<file path="src/rtl/dp_pkg.sv">
// Shared definitions for the byte-serial datapath link: FSM state
// encoding, default operand width and the order of output symbols.
package dp_pkg;

  localparam int DP_WIDTH = 8;

  // One state per received operand, one for the result register load,
  // and one per emitted result symbol.
  typedef enum logic [2:0] {
    GET_A   = 3'd0,
    GET_B   = 3'd1,
    GET_C   = 3'd2,
    CALC    = 3'd3,
    SEND_XH = 3'd4,
    SEND_XL = 3'd5,
    SEND_Z  = 3'd6
  } dp_state_e;

  // Output symbols leave in this order: high half of x, low half of x, z.
  localparam logic [1:0] SYM_XH = 2'd0;
  localparam logic [1:0] SYM_XL = 2'd1;
  localparam logic [1:0] SYM_Z  = 2'd2;

endpackage

</file>
<file path="src/rtl/dp_core_comb.sv">
// Purely combinational add/compare/multiply/subtract datapath.
// All arithmetic is unsigned and wraps modulo the destination width.
module dp_core_comb
  import dp_pkg::*;
#(
  parameter int WIDTH = DP_WIDTH
) (
  input  logic [WIDTH-1:0]   a_i,
  input  logic [WIDTH-1:0]   b_i,
  input  logic [WIDTH-1:0]   c_i,
  output logic [2*WIDTH-1:0] x_o,
  output logic [WIDTH-1:0]   z_o
);

  logic [WIDTH-1:0]   sumAb;
  logic [WIDTH-1:0]   sumAc;
  logic               abGreater;
  logic [2*WIDTH-1:0] prodAc;

  // Sums wrap at WIDTH bits; the larger one is kept, with a tie going to a+c.
  // The product is full width and the a+b sum is zero-extended before the subtract.
  always_comb begin
    sumAb     = a_i + b_i;
    sumAc     = a_i + c_i;
    abGreater = (sumAb > sumAc);
    prodAc    = {{WIDTH{1'b0}}, a_i} * {{WIDTH{1'b0}}, c_i};
    z_o       = abGreater ? sumAb : sumAc;
    x_o       = prodAc - {{WIDTH{1'b0}}, sumAb};
  end

endmodule

</file>
<file path="src/rtl/dp_byte_link.sv">
// Byte-serial wrapper around dp_core_comb: collects a, b, c over a
// valid/ready input stream, registers the results for one cycle, then
// streams x (high, low) and z out over a valid/ready output stream.
// Only one frame is in flight; input is refused while results drain.
module dp_byte_link
  import dp_pkg::*;
#(
  parameter int WIDTH = DP_WIDTH
) (
  input  logic             clk,
  input  logic             rst,
  input  logic [WIDTH-1:0] in_data,
  input  logic             in_valid,
  output logic             in_ready,
  output logic [WIDTH-1:0] out_data,
  output logic             out_valid,
  input  logic             out_ready,
  output logic             busy,
  output logic             frame_done
);

  dp_state_e          state_q;
  logic [WIDTH-1:0]   a_q;
  logic [WIDTH-1:0]   b_q;
  logic [WIDTH-1:0]   c_q;
  logic [2*WIDTH-1:0] x_q;
  logic [WIDTH-1:0]   z_q;

  logic               inReady_q;
  logic               outValid_q;
  logic [WIDTH-1:0]   outData_q;
  logic               busy_q;

  logic [2*WIDTH-1:0] x_d;
  logic [WIDTH-1:0]   z_d;
  logic               inXfer;
  logic               outXfer;

  dp_core_comb #(
    .WIDTH(WIDTH)
  ) u_core (
    .a_i(a_q),
    .b_i(b_q),
    .c_i(c_q),
    .x_o(x_d),
    .z_o(z_d)
  );

  // Select one output symbol from the result pair by its position in the frame.
  function automatic logic [WIDTH-1:0] pickSym(input logic [2*WIDTH-1:0] x,
                                               input logic [WIDTH-1:0]   z,
                                               input logic [1:0]         sel);
    logic [WIDTH-1:0] sym;
    sym = '0;
    case (sel)
      SYM_XH:  sym = x[2*WIDTH-1:WIDTH];
      SYM_XL:  sym = x[WIDTH-1:0];
      SYM_Z:   sym = z;
      default: sym = '0;
    endcase
    return sym;
  endfunction

  assign inXfer  = in_valid && inReady_q;
  assign outXfer = out_ready && outValid_q;

  // Frame sequencer: operands are latched on input handshakes, results
  // are captured in CALC, and each output symbol is preloaded into the
  // output register on the transition that exposes it, so out_data
  // cannot change while the sink is stalling.
  always_ff @(posedge clk or posedge rst) begin
    if (rst) begin
      state_q    <= GET_A;
      a_q        <= '0;
      b_q        <= '0;
      c_q        <= '0;
      x_q        <= '0;
      z_q        <= '0;
      inReady_q  <= 1'b1;
      outValid_q <= 1'b0;
      outData_q  <= '0;
      busy_q     <= 1'b0;
    end else begin
      case (state_q)
        GET_A: begin
          if (inXfer) begin
            a_q     <= in_data;
            busy_q  <= 1'b1;
            state_q <= GET_B;
          end
        end
        GET_B: begin
          if (inXfer) begin
            b_q     <= in_data;
            state_q <= GET_C;
          end
        end
        GET_C: begin
          if (inXfer) begin
            c_q       <= in_data;
            inReady_q <= 1'b0;
            state_q   <= CALC;
          end
        end
        CALC: begin
          x_q        <= x_d;
          z_q        <= z_d;
          outValid_q <= 1'b1;
          outData_q  <= pickSym(x_d, z_d, SYM_XH);
          state_q    <= SEND_XH;
        end
        SEND_XH: begin
          if (outXfer) begin
            outData_q <= pickSym(x_q, z_q, SYM_XL);
            state_q   <= SEND_XL;
          end
        end
        SEND_XL: begin
          if (outXfer) begin
            outData_q <= pickSym(x_q, z_q, SYM_Z);
            state_q   <= SEND_Z;
          end
        end
        SEND_Z: begin
          if (outXfer) begin
            outValid_q <= 1'b0;
            outData_q  <= '0;
            inReady_q  <= 1'b1;
            busy_q     <= 1'b0;
            state_q    <= GET_A;
          end
        end
        default: begin
          inReady_q  <= 1'b1;
          outValid_q <= 1'b0;
          outData_q  <= '0;
          busy_q     <= 1'b0;
          state_q    <= GET_A;
        end
      endcase
    end
  end

  assign in_ready  = inReady_q;
  assign out_valid = outValid_q;
  assign out_data  = outData_q;
  assign busy      = busy_q;

  // The frame completes in the same cycle the last symbol is handed off.
  assign frame_done = (state_q == SEND_Z) && out_ready;

endmodule

</file>
<file path="config.mk">
export PLATFORM = sky130hd
export DESIGN_NAME = dp_byte_link
export DESIGN_NICKNAME = d
export VERILOG_FILES = /design/src/rtl/dp_pkg.sv /design/src/rtl/dp_core_comb.sv /design/src/rtl/dp_byte_link.sv
export SDC_FILE = /design/constraint.sdc
export NUM_CORES = 1
export LEC_CHECK = 0
export ABC_AREA = 1
export BUFFER_PORTS_ARGS = -buffer_cell sky130_fd_sc_hd__clkbuf_2
export CAP_MARGIN = 20
export CORE_MARGIN = 8
export CORE_UTILIZATION = 50
export CTS_BUF_LIST = sky130_fd_sc_hd__clkbuf_16
export DETAILED_ROUTE_END_ITERATION = 7
export HOLD_SLACK_MARGIN = 0.06
export PLACE_DENSITY = 0.75
export SYNTH_ARGS = -nofsm -noshare
export SYNTH_HDL_FRONTEND = slang
export SYNTH_SLANG_ARGS = --single-unit
</file>
<file path="constraint.sdc">
create_clock -name clk -period 13.8 [get_ports clk]
set_input_delay 0.69 -clock clk [delete_from_list [all_inputs] [get_ports clk]]
set_output_delay 0.69 -clock clk [all_outputs]
set_load 0.03 [all_outputs]
</file>
# Word level (Yosys, flattened, before mapping)

Cells that the tools add are included.

Register bits: 54
Input bits: 12
Logic and storage cells: 66

Add/sub/neg operators: 3
Multipliers: 1
Magnitude comparators: 1
Equal/unequal tests: 12
Multiplexer cells: 19
Bitwise logic cells: 4
Reductions and logical operators: 16

Operator list:

| kind                 | number |
|---|---|
| $pmux W8 S5          | 1 |
| $mux W8              | 4 |
| $pmux W3 S7          | 1 |
| $mux W3              | 6 |
| $add A8 B8 Y8        | 2 |
| $mul A8 B8 Y16       | 1 |
| $sub A16 B8 Y16      | 1 |
| $reduce_or A5 Y1     | 3 |
| $ne A2 B2 Y1 const B | 6 |
| $eq A3 B3 Y1 const B | 3 |
| $pmux W1 S3          | 3 |
| $gt A8 B8 Y1         | 1 |
| $reduce_and A2 Y1    | 4 |
| $eq A3 B2 Y1 const B | 2 |
| $reduce_and A3 Y1    | 2 |
| $reduce_and A6 Y1    | 1 |
| $mux W1              | 4 |
| $not A1 Y1           | 4 |
| $reduce_and A4 Y1    | 1 |
| $eq A3 B1 Y1 const B | 1 |
| $logic_and A1 B1 Y1  | 3 |
| $logic_not A3 Y1     | 1 |
| $reduce_or A3 Y1     | 1 |

# Longest topological paths before layout

Gate-level depths: netlist of the first run.

Depth after elaboration: 4
Gate-level depth with buffers: 27

# Cells and area by module

Synthesis of the first run repeated with hierarchy kept, for this count alone.

Cells, all modules: 810
Area, all modules: 5888.1 sq um

Modules (own cells, without submodules):

| module       | instances | cells an instance | area an instance (sq um) |
|---|---|---|---|
| dp_core_comb | 1         | 531               | 3593.4 |
| dp_byte_link | 1         | 279               | 2294.7 |

# Worst setup path before layout of the first run

OpenSTA, ideal clock, no wires.

Path kind: register -> register
Start point: register a_q[4]
End point: register outData_q[7] (netlist: out_data[7])
Library setup time: 0.117 ns
Arrival time: 4.323 ns
Setup slack: 9.360 ns
Cell stages (with the launch flop): 24
Period minus slack after synthesis: 4.440 ns
Path through: dfrtp_1 ha_1 a21oi_1 o21a_1 nand3b_1 nand2_1 inv_1 fa_1 fa_1 fa_1 fa_1 inv_1 ha_1 nand2_1 inv_1 nand2_1 nor2_1 nand2_1 nand2_1 nand2_1 nand3_1 nand2_1 nand2_1 nand2_1

Cells in the longest elaborated chain, start to end: 3

Ends and longest elaborated chain:

| item                                                   | line                                   | text |
|---|---|---|
| from (decl)                                            | dp_byte_link.sv:23                     | `logic [WIDTH-1:0] a_q;` |
| from (signal assigned)                                 | dp_byte_link.sv:87                     | `a_q <= in_data;` |
| $mul A8 B8 Y16 / $add A8 B8 Y8 (equally long branches) | dp_core_comb.sv:26, dp_core_comb.sv:23 |  |
| $sub A16 B8 Y16 (*)                                    | dp_core_comb.sv:28                     | `x_o = prodAc - {{WIDTH{1'b0}}, sumAb};` |
| $pmux W8 S5 (*)                                        | dp_byte_link.sv:84                     | `case (state_q)` |
| to (signal assigned)                                   | dp_byte_link.sv:109                    | `outData_q <= pickSym(x_d, z_d, SYM_XH);` |
| to (signal assigned)                                   | dp_byte_link.sv:114                    | `outData_q <= pickSym(x_q, z_q, SYM_XL);` |
| to (signal assigned)                                   | dp_byte_link.sv:120                    | `outData_q <= pickSym(x_q, z_q, SYM_Z);` |
| to (decl)                                              | dp_byte_link.sv:31                     | `logic [WIDTH-1:0] outData_q;` |

Mark *: on every way between the ends. The rest lies on a longest branch, timed or not.
A chain may end at the register's enable or synchronous reset.

# Final worst setup path of the first run

Start point: register a_q[2]
End point: register outData_q[5] (netlist: out_data[5])

Same word-level chain as after synthesis.

==> results of run 1 <==
## kinds of logic (layout without fill, tap and decap cells)
kind of cell             Yosys count  in the layout
AND/OR/NAND/NOR                  374            374
buffers and inverters            195            201
adder cells (fa/ha/maj)          113            113
AO/OA/AOI/OAI                     63             63
flip-flops                        54             54
XOR/XNOR                          13             13
## metal layers
metal	wire, µm	track usage (%)	vias up
li1	-	-	2481
met1	6100	22.1	2218
met2	5750	26.7	88
met3	489	2.89	8
met4	143	3.01	0
met5	0	0	-
## worst max-delay path: cells and delay by family (launching register included)
kind	cells	cell delay (ps)
adders and majority gates	6	2870
and+or+nand+nor	16	1250
DFF	1	510
buffers and inverters	3	210
## layout make-up
| cell class | instances | area share, % |
|---|---|---|
| clock inverters | 3 | 0.260 |
| inverters | 169 | 10.2 |
| clock buffers | 5 | 2.00 |
| well taps | 147 | 2.94 |
| repair buffers | 24 | 1.96 |
| flip-flops and latches | 54 | 21.6 |
| multi-input cells | 563 | 61.1 |
## sequential cells by signal, indices dropped and copies added (netlist names)
name,cells
a_q,8
b_q,8
busy,1
c_q,8
in_ready,1
out_data,8
out_valid,1
state_q,3
x_q,8
z_q,8
## layout by cell type, fill, tap and decap left out, types with 2 or more instances in the layout
master / count
nand4_1: 10
nand3_1: 56
o21a_1: 2
nand2_4: 3
inv_1: 163
clkbuf_2: 23
nor2_4: 2
ha_1: 68
nor2_1: 24
o21ai_2: 8
nor2_2: 3
a21oi_1: 16
nand3b_1: 3
nor3_1: 2
clkbuf_16: 5
inv_2: 5
o21ai_1: 7
fa_1: 45
nand2_2: 5
nand2_1: 263
xnor2_1: 9
o21ai_0: 26
xor2_1: 3
dfrtp_1: 53
## through the flow
| step | setup slack [ps] | cells | utilization (%) |
|---|---|---|---|
| 2_1_floorplan | 9360 | 812 | - |
| 3_3_place_gp | 8980 | 957 | 51.8 |
| 3_5_place_dp | 8880 | 957 | 51.8 |
| 4_1_cts | 8840 | 965 | 53.0 |
| 5_1_grt | 8420 | 965 | 53.0 |
| 6_report | 8830 | 965 | 53.0 |
## path summary, 6_finish.rpt
kind | startpoint | endpoint | slack (ps) | cells after the start
max | a_q[2]$_DFFE_PP0P_ | out_data[5]$_DFFE_PP0P_ | 8830 | 25
min | out_data[6]$_DFFE_PP0P_ | out_data[6]$_DFFE_PP0P_ | 480 | 2
max reg2reg | a_q[2]$_DFFE_PP0P_ | out_data[5]$_DFFE_PP0P_ | 8830 | 25
min reg2reg | out_data[6]$_DFFE_PP0P_ | out_data[6]$_DFFE_PP0P_ | 480 | 2
max in group asynchronous | rst | out_data[5]$_DFFE_PP0P_ | 12780 | 3
min in group asynchronous | rst | b_q[2]$_DFFE_PP0P_ | 560 | 3
==> reports/qor.txt, run 1 <==
Hold-fix buffers, CTS: 0
Clock transition at the registers of the reported paths: 70 ps
Initial DRC Count: 336
H-tree depth: 2
Post-Syn Nets: 937
Final Skew: 6.09 ps
Fin nets: 942
Area leader, netlist: dfrtp_1
Antenna-violating nets left: 0
Post-route design area: 6260 µm²
Number of global-route vias before repair: 4634
Starting Density: 50.5%
Nature of the critical path startpoint: register
IO buf count: 23
Seq. cell area: 1350 µm²
Core Footprint: 11800 µm²
Main combinational cell family by area after synthesis: adder cells
First-pass DRT Iterations: 5
Worst skew pair latency: 290 ps
Most frequent cell after synthesis: nand2_1
Cells after Synth: 812
Setup Crit Path Kind: register to register
CTS Root Cell: clkbuf_16
N_diodes: 0
CTS Buffer Depth: 2
Die area: 15700 µm²
First-pass GRT wire length: 21600 µm
Min cycle time layout: 4970 ps
Die Span Y: 125 µm
CTS-repair resized insts: 0
Synth top cells by count: 263 x nand2_1, 164 x inv_1, 68 x ha_1, 56 x nand3_1, 53 x dfrtp_1
Initial antenna violation count: 0
Max cap viols: 0
Final WL: 12500 µm
Critical Path Most Common Cell: nand2_1
Die width: 125 µm
Worst setup EP type: register
Top_reg_cell synth: dfrtp_1
Syn. warnings: 0
Fin crit share: 36.0%
Clock Sinks: 54
Least-Margin Pin Slew: 782 ps
Routability congestion estimate: 0.905
Total congestion overflow: 0
Post-route DRC: 0
Fmax: 201 MHz
Worst Path Required: 13980 ps
Synth Area in Simple Gates: 26.6%
Xor/xnor share of the synthesized area: 2.04%
Post-synth cell types: 35
Routed len/inst: 12.9 µm
Layout cells sized above 1: 7.82%
Buffer count from post-CTS setup fixing: 0
Max Slew Vio Count: 0
Total CTS buffers: 5
IO Pins: 24
Synth Area in Adders: 29.4%
Setup violators final: 0
Critical Path Fanout Max: 10
DR vias: 4795
Multi-input logic area: 3820 µm²
Num rows: 40
Post-DP HPWL: 10200 µm
Outcome: complete, no violations
Register area share after synthesis: 22.7%
FFs w/ async S/R, synth: 100%
Max stage delay cell, worst path: fa_1
Area grow syn2layout: 5.02%
Max stage delay on crit path: 540 ps
Arr. time, crit path: 5150 ps
Pin count of the biggest net entering global routing: 55
Vias/cell: 4.97
Multiplexer share of the synthesized area: 0%
Fin Hold WS: 479 ps
Post-synth top area share: 22.3%
Gr usage total: 16.3%
Synth area leaders: dfrtp_1 22%, nand2_1 17%, fa_1 15%
Compound-Gate Fraction of Synth Area: 6.13%
Syn avg cell area: 7.34 µm²
Synthesized area: 5960 µm²
Number of fill cells: 1135
Placed Area: 6120 µm²
CTS tree: done
Worst min path class: register to register
Register bit count reported by yosys: 54
TNS Setup: 0 ps
Unrepaired setup endpoints after global routing: no
Slew HR: 47.9%
Number of flops mapped to enable cells by yosys: 0
Fin. Hold Viols: 0
Power of run 1 is not shown: default switching activity piles up to over one toggle a cycle in this logic, so the estimate is an artifact.
==> run 2, diff against run 1 <==
Clock period 13.8 ns to 5.04 ns, I/O delays scaled along.
==> run 2 against run 1 <==
  * Utilization increased by 0.70 points
  * Non-clock buffer count up 7
  * Sequential share of layout area down 0.26 points
  * Register-to-register slack got worse by 8600 ps
  * Global-route usage rose by 0.64 points
  * Worst hold slack got worse by 360 ps
  * Clock skew rose by 0.51 ps
  * Routed wire length up 3.4%
  * Maximum frequency is 3.9% higher
  * Die area is the same
  * First-iteration DRC count is 25% lower
  * Via count increased by 2.5%
  * Critical endpoint is now out_data[6]$_DFFE_PP0P_
==> reports/qor.txt, run 2 (same netlist as run 1, synthesis figures left out) <==
First-pass GRT wire length: 22100 µm (+2.4%)
Area grow syn2layout: 6.40%
Gr usage total: 16.9% (+0.64 points)
Layout cells sized above 1: 9.09% (+1.3 points)
Dpl ws: 261 ps (-8620 ps)
CTS Buffer Depth: 2 (unchanged)
Fin cells: 972 (+0.73%)
Total CTS buffers: 5 (unchanged)
Slew HR: 46.4% (-1.4 points)
H-tree depth: 2 (unchanged)
Commonest non-fill, non-tap cells in the layout: 263 x nand2_1, 163 x inv_1, 66 x ha_1, 56 x nand3_1, 52 x dfrtp_1
Nature of the critical path startpoint: register
Commonest non-fill, non-tap cell in the layout: nand2_1
Setup ws final: 259 ps (-8570 ps)
Min cycle time layout: 4780 ps (-188 ps)
Die area: 15700 µm² (unchanged)
Outcome: complete, no violations
N_diodes: 0 (unchanged)
Pin count of the biggest net entering global routing: 55 (unchanged)
Critical Path Fanout Max: 5 (-5)
Util after Layout: 53.7% (+0.70 points)
IO Pins: 24 (unchanged)
Clock transition at the registers of the reported paths: 70 ps (about the same)
DR vias: 4915 (+2.5%)
Starting Density: 50.5% (unchanged)
Setup Crit Path Kind: register to register
Post-route DRC: 0 (unchanged)
Routability congestion estimate: 0.893 (-1.4%)
TNS Setup: 0 ps (unchanged)
Vias/cell: 5.06 (+1.8%)
Least-Margin Pin Slew: 803 ps (+21.6 ps)
Max cap viols: 0 (unchanged)
Fin. Hold Viols: 0 (unchanged)
Fin crit share: 94.9% (+59 points)
IO buf count: 23 (unchanged)
Num rows: 40 (unchanged)
Worst setup EP type: register
Routed len/inst: 13.3 µm (+2.7%)
Critical R2R Launch: a_q[4]$_DFFE_PP0P_
WL met3: 608 µm (+24%)
Initial DRC Count: 251 (-25%)
Antenna-violating nets left: 0 (unchanged)
Die Span Y: 125 µm (unchanged)
Initial antenna violation count: 0 (unchanged)
Setup violators final: 0 (unchanged)
DR top layer: met4
Worst min path class: input pin to asynchronous set/reset pin
Arr. time, crit path: 4960 ps (-190 ps)
Core Footprint: 11800 µm² (unchanged)
Routed wl met2: 5950 µm (+3.4%)
CTS tree: done
DP Cell Count: 964 (+0.73%)
CTS Root Cell: clkbuf_16
Setup crit start: a_q[4]$_DFFE_PP0P_
Max Slew Vio Count: 0 (unchanged)
Number of global-route vias before repair: 4762 (+2.8%)
Final Skew: 6.60 ps (+0.507 ps)
Die width: 125 µm (unchanged)
Fmax: 209 MHz (+3.9%)
Buffer count from post-CTS setup fixing: 0 (unchanged)
Fin nets: 949 (+0.74%)
Worst Path Required: 5220 ps (-8760 ps)
Metal-1 WL: 6070 µm (-0.57%)
Final WL: 12900 µm (+3.4%)
Clock Sinks: 54 (unchanged)
Total congestion overflow: 0 (unchanged)
Worst skew pair latency: 290 ps (about the same)
Post-DP HPWL: 10300 µm (+0.84%)
First-pass DRT Iterations: 4 (-1)
[run 2: cell count changes in the layout (fill, tap and decap cells not counted), sizes merged]
| cell | previous run | this run |
|---|---|---|
| buf | 1 | 8 |
[run 2: path summary, 6_finish.rpt]
kind                                                 to  slack, ps  cells past startpoint
worst max-delay path            out_data[6]$_DFFE_PP0P_        260                     21
worst min-delay path                 c_q[3]$_DFFE_PP0P_        120                      3
worst max register to register  out_data[6]$_DFFE_PP0P_        260                     21
worst min register to register  out_data[4]$_DFFE_PP0P_        480                      2
max in group asynchronous            a_q[5]$_DFFE_PP0P_       4450                      3
min in group clk                     c_q[4]$_DFFE_PP0P_        220                      3
[run 2: cell type report]
type | instances | area (µm²)
fill | 1113 | 5470
multi-input combinational | 563 | 3850
sequential | 54 | 1350
inverter | 169 | 637
tap | 147 | 184
timing repair buffer | 31 | 175
clock buffer | 5 | 125
clock inverter | 3 | 16.3
[run 2: routing by layer]
layer,global-route usage [%],vias up
met5,0,-
met4,4.37,0
met3,2.76,18
met2,28.5,127
met1,22.1,2277
li1,-,2493
[run 2: timing repair]
action	in CTS	in global routing
hold buffers	0	0
setup endpoints to repair	0	8
resized for setup	0	4
[run 2: critical path, cell delays in order (launching register included)]
cell and delay, ps:
dfrtp_1 380, ha_1 380, a21oi_2 220, o21a_1 160
nand3b_1 80, nand2_1 120, inv_1 90, fa_1 500
fa_1 520, fa_1 520, fa_1 540, inv_1 40
ha_1 350, nand2_1 110, nor2_1 160, nand3_1 120
nand3_1 90, nand2_1 50, nand3_1 60, nand2_1 60
nand2_1 60, nand2_1 50
[run 2: per-stage QoR]
stage          hold WS, ps  area, µm²
2_1_floorplan          422       5960
3_3_place_gp           458       6170
3_5_place_dp           461       6170
4_1_cts                148       6310
5_1_grt                191       6340
6_report               116       6340
Power of run 2 is left out for the same reason.
